$ cat config.mk
export PLATFORM = sky130hd
export DESIGN_NAME = contador_comparador_n
export DESIGN_NICKNAME = d
export VERILOG_FILES = /design/src/rtl/contador_pkg.sv /design/src/rtl/comparador_n.sv /design/src/rtl/contador_comparador_n.sv
export SDC_FILE = /design/constraint.sdc
export NUM_CORES = 1
export LEC_CHECK = 0
export ABC_CLOCK_PERIOD_IN_PS = 1900
export BUFFER_PORTS_ARGS = -buffer_cell sky130_fd_sc_hd__buf_2
export CAP_MARGIN = 25
export CORE_MARGIN = 2
export CORE_UTILIZATION = 47
export CTS_BUF_LIST = sky130_fd_sc_hd__clkbuf_16
export CTS_CLUSTER_DIAMETER = 60
export DETAILED_ROUTE_END_ITERATION = 7
export GPL_TIMING_DRIVEN = 0
export HOLD_SLACK_MARGIN = 0.03
export PLACE_DENSITY = 0.88
export SYNTH_ARGS = -nofsm -noshare
export SYNTH_HDL_FRONTEND = slang
export SYNTH_HIERARCHICAL = 1
export SYNTH_SLANG_ARGS = --single-unit
$ cat constraint.sdc
create_clock -name clock -period 1.9 [get_ports clock]
set_input_delay 0.285 -clock clock [delete_from_list [all_inputs] [get_ports clock]]
set_output_delay 0.285 -clock clock [all_outputs]
set_load 0.01 [all_outputs]
$ cat src/rtl/contador_pkg.sv
// Shared constants and helpers for the counter/comparator datapath.
// Optional feature macro used by the top: CONTADOR_SATURA_EN.
package contador_pkg;

    // Direction encoding for the desce input.
    localparam logic DIR_UP   = 1'b0;
    localparam logic DIR_DOWN = 1'b1;

    // Clamp a parallel-load value into the legal count range 0..modulo-1.
    function automatic logic [31:0] clamp_carga(input logic [31:0] valor,
                                                input logic [31:0] modulo);
        logic [31:0] res;
        res = valor;
        if (valor >= modulo) begin
            res = modulo - 32'd1;
        end
        return res;
    endfunction

endpackage

$ cat src/rtl/comparador_n.sv
// WIDTH-bit unsigned magnitude comparator with cascade inputs.
// When A==B the result is taken from the cascade inputs, so a stand-alone
// instance is tied to albi=0, agbi=0, aebi=1.
module comparador_n #(
    parameter int WIDTH = 4
) (
    input  logic [WIDTH-1:0] a,
    input  logic [WIDTH-1:0] b,
    input  logic             albi,
    input  logic             agbi,
    input  logic             aebi,
    output logic             alb,
    output logic             agb,
    output logic             aeb
);

    // Magnitude decision; equal operands defer to the cascade inputs.
    always_comb begin
        alb = 1'b0;
        agb = 1'b0;
        aeb = 1'b0;
        if (a < b) begin
            alb = 1'b1;
        end else if (a > b) begin
            agb = 1'b1;
        end else begin
            alb = albi;
            agb = agbi;
            aeb = aebi;
        end
    end

endmodule

$ cat src/rtl/contador_comparador_n.sv
// WIDTH-bit up/down modulo counter with clear/load, a reference register,
// magnitude compare of count vs reference, terminal count and a sticky
// "reached" flag.
// Optional feature macro: CONTADOR_SATURA_EN (saturate instead of wrap).
module contador_comparador_n
    import contador_pkg::*;
#(
    parameter int WIDTH  = 4,
    parameter int MODULO = 16
) (
    input  logic             clock,
    input  logic             clr,
    input  logic             zera,
    input  logic             carrega,
    input  logic             conta,
    input  logic             desce,
    input  logic             carrega_ref,
    input  logic [WIDTH-1:0] chaves,
    output logic             menor,
    output logic             maior,
    output logic             igual,
    output logic             fim,
    output logic             atingiu,
    output logic [WIDTH-1:0] db_contagem,
    output logic [WIDTH-1:0] db_referencia
);

    localparam logic [WIDTH-1:0] MAX_Q = WIDTH'(MODULO - 1);

    logic [WIDTH-1:0] contagem;
    logic [WIDTH-1:0] contagem_next;
    logic [WIDTH-1:0] referencia;
    logic             no_topo;
    logic             no_fundo;

    assign no_topo  = (contagem == MAX_Q);
    assign no_fundo = (contagem == '0);

    // Next count: zera > carrega > conta > hold; boundary handling is wrap
    // by default and hold when saturation is built in.
    always_comb begin
        contagem_next = contagem;
        if (zera) begin
            contagem_next = '0;
        end else if (carrega) begin
            contagem_next = WIDTH'(clamp_carga(32'(chaves), 32'(MODULO)));
        end else if (conta) begin
            if (desce == DIR_DOWN) begin
                if (no_fundo) begin
`ifdef CONTADOR_SATURA_EN
                    contagem_next = '0;
`else
                    contagem_next = MAX_Q;
`endif
                end else begin
                    contagem_next = contagem - 1'b1;
                end
            end else begin
                if (no_topo) begin
`ifdef CONTADOR_SATURA_EN
                    contagem_next = MAX_Q;
`else
                    contagem_next = '0;
`endif
                end else begin
                    contagem_next = contagem + 1'b1;
                end
            end
        end
    end

    // Count register.
    always_ff @(posedge clock or negedge clr) begin
        if (!clr) begin
            contagem <= '0;
        end else begin
            contagem <= contagem_next;
        end
    end

    // Reference register: loads raw chaves, independent of counter priority.
    always_ff @(posedge clock or negedge clr) begin
        if (!clr) begin
            referencia <= '0;
        end else if (carrega_ref) begin
            referencia <= chaves;
        end
    end

    // Sticky "reached": set on an edge that sees igual, zera has priority.
    always_ff @(posedge clock or negedge clr) begin
        if (!clr) begin
            atingiu <= 1'b0;
        end else if (zera) begin
            atingiu <= 1'b0;
        end else if (igual) begin
            atingiu <= 1'b1;
        end
    end

    comparador_n #(
        .WIDTH(WIDTH)
    ) u_comparador (
        .a    (contagem),
        .b    (referencia),
        .albi (1'b0),
        .agbi (1'b0),
        .aebi (1'b1),
        .alb  (menor),
        .agb  (maior),
        .aeb  (igual)
    );

    // Terminal count follows the current direction, gated by conta.
    assign fim = conta & ((desce == DIR_DOWN) ? no_fundo : no_topo);

    assign db_contagem   = contagem;
    assign db_referencia = referencia;

endmodule

==> flow_metrics.env <==
export IMPL_multi_input_area_um2=432
export IMPL_h_tree_depth=1
export IMPL_grt_max_degree=10
export IMPL_fin_ws_ps=-0.598
export IMPL_synthTopCellsByArea="dfrtp_1 34%, ha_1 13%, mux2_2 8.4%"
export IMPL_clock_fmax_mhz=526
export IMPL_yosysMostFrequentCell="inv_1"
export IMPL_p_leak_uw=0.000482
export IMPL_worstHoldPathCells=2
export IMPL_syn_avg_cell_area_um2=8.79
export IMPL_status="finished with violations"
export IMPL_tns_ps=-0.598
export IMPL_post_route_period_util_pct=100
export IMPL_row_count=13
export IMPL_grt_overflow=0
export IMPL_finClkSkew_ps=0.974
export IMPL_track_usage_pct=24.1
export IMPL_fillers=91
export IMPL_post_drt_wl_per_cell_um=15.2
export IMPL_timing_final_max_slew_violations=0
export IMPL_area_delta_synth_final_pct=44.0
export IMPL_stdcell_count=124
export IMPL_reg2reg_depth=6
export IMPL_drt_total_wl_um=1880
export IMPL_placed_cells=114
export IMPL_cts_buffer_depth=2
export IMPL_ant_nets=0
export IMPL_design_area_um2=962
export IMPL_nets=128
export IMPL_setup_viol=1
export IMPL_numCtsBuffers=3
export IMPL_p_per_area_nw_per_um2=832
export IMPL_ys_ff_latch=9
export IMPL_yosys_warnings=6
export IMPL_finalCriticalPeriod_ps=1900
export IMPL_hp_class="in2reg"
export IMPL_ioPinCount=24
export IMPL_dp_hpwl_um=1160
export IMPL_synth_flop_cell="dfrtp_1"
export IMPL_drc=0
export IMPL_tritoncts="done"
export IMPL_drive_gt1_share_pct=42.2
export IMPL_drtPass1Iterations=6
export IMPL_initialDrtViolationCount=34
export IMPL_cap_viol_max_count=0
export IMPL_finalPower_uw=800
export IMPL_root_buffer="clkbuf_16"
export IMPL_critPathMaxFanout=8
export IMPL_path_class="reg2out"
export IMPL_startpoint_type="flip-flop"
export IMPL_netlist_area_um2=668
export IMPL_synth_top_cell_area_share_pct=33.7
export IMPL_synth_distinct_cells=30
export IMPL_post_route_util_pct=73.0
export IMPL_gp_congestion=0.823
export IMPL_arrival_ps=1620
export IMPL_placed_cell_area_um2=801
export IMPL_die_x_um=41.7
export IMPL_synth_edf_count=0
export IMPL_synth_cells=76
export IMPL_core_area_um2=1320
export IMPL_worstPathRequired_ps=1620
export IMPL_io_buffers=22
export IMPL_clk_pin_slew_ps=40
export IMPL_seq_area_um2=230
export IMPL_worst_setup_path_end_kind="output port"
export IMPL_rsz0062_at_grt="yes"
export IMPL_cts_sinks=9
export IMPL_ir_drop_mv=0.629
export IMPL_chipHeight_um=41.7
export IMPL_async_flop_share_pct=100
export IMPL_antenna_cells=0
export IMPL_grt_pass1_vias=727
export IMPL_yosys_top_cells_count="10 x inv_1, 9 x dfrtp_1, 8 x a21oi_1"
export IMPL_vias=711
export IMPL_clk_latency_ps=230
export IMPL_yosys_area_top_type="dfrtp_1"
export IMPL_synth_seq_area_share_pct=33.7
export IMPL_via_per_inst=5.73
export IMPL_violations="negative setup slack"
export IMPL_hold_viol_final=0
export IMPL_dieArea_um2=1740
export IMPL_grt_pass1_wl_um=3190
export IMPL_antenna_found_initial=0
export IMPL_start_util_pct=50.7
[placed cells by master (no fill, tap or decap)]
master / instances
ha_1: 5
nor2b_2: 1
o311ai_0: 1
nor4b_1: 1
clkbuf_1: 1
xor2_1: 1
a22o_1: 1
buf_4: 5
o21ai_0: 3
nor2_1: 5
inv_2: 2
a21oi_1: 8
nand2_1: 4
dfrtp_1: 5
and4_4: 1
conb_1: 3
clkbuf_16: 3
buf_2: 22
a31oi_1: 2
xnor2_1: 1
dfrtp_2: 4
ha_4: 2
a21boi_1: 1
nor3_1: 2
or4_1: 1
inv_1: 10
dlygate4sd3_1: 1
o211ai_2: 1
nand2b_1: 1
a211oi_1: 1
nand4_1: 1
or3_1: 1
mux2_2: 5
o21a_1: 1
a22oi_1: 1
o21bai_1: 1
[per-layer routing]
layer / track usage, % / part of all wire [%]
met1: 27.1 / 38
met2: 45.0 / 53
met5: 0 / 0
met4: 8.39 / 2.3
met3: 3.91 / 6.7
[state kept, by name, indices dropped and copies added (netlist names)]
| signal | flops |
|---|---|
| atingiu | 1 |
| db_referencia | 4 |
| db_contagem | 4 |
[power by group]
part | switching (µW) | total (µW) | leakage (µW) | internal, µW
clock | 91.7 | 367 | 0.0000423 | 275
combinational | 104 | 203 | 0.000332 | 99.5
sequential | 20.8 | 230 | 0.000107 | 209
total | 216 | 800 | 0.000482 | 584
[worst max-delay path: stages, from the launching register on]
cell and delay [ps]:
dfrtp_2 450, ha_1 330, and4_4 230, nand2_1 60
a21oi_1 150, buf_2 160
[layout make-up]
type                       count  area share (%)
buffer                         1           0.390
clock buffer                   3            7.80
clock inverter                 1           0.390
inverter                      11            4.29
multi-input combinational     56            44.9
sequential                     9            23.9
tap                           15            1.95
timing repair buffer          28            16.4
[worst paths after layout]
path,startpoint,to,slack [ps]
setup / recovery,db_contagem[2],igual,-0.6
hold / removal,zera,db_contagem[1],280
setup reg to reg,db_contagem[0],db_contagem[2],270
hold reg to reg,atingiu,atingiu,500
max in group asynchronous,clr,db_contagem[3],1280
min in group asynchronous,clr,atingiu,430
[cell families after synthesis]
family	share of synthesized area (%)
other	1.12
flip-flops	33.7
multiplexers	8.43
AO/OA/AOI/OAI	20.2
adder cells (fa/ha/maj)	13.1
XOR/XNOR	2.62
buffers and inverters	6.74
AND/OR/NAND/NOR	14.0
[metrics by stage]
step / hold slack [ps] / setup slack [ps]
2_1_floorplan: -10.6 / 252
3_3_place_gp: 141 / 198
3_5_place_dp: 142 / 146
4_1_cts: 277 / 2.81
5_1_grt: 297 / -55.2
6_report: 283 / -0.598
[repair_timing]
item,in CTS,in global routing
pin swaps,1,0
gates resized for setup,6,5
setup buffers,4,1
endpoints found under the setup margin,4,4
hold buffers,1,0
endpoints found under the hold margin,9,0
(Power assumes the default switching activity.)
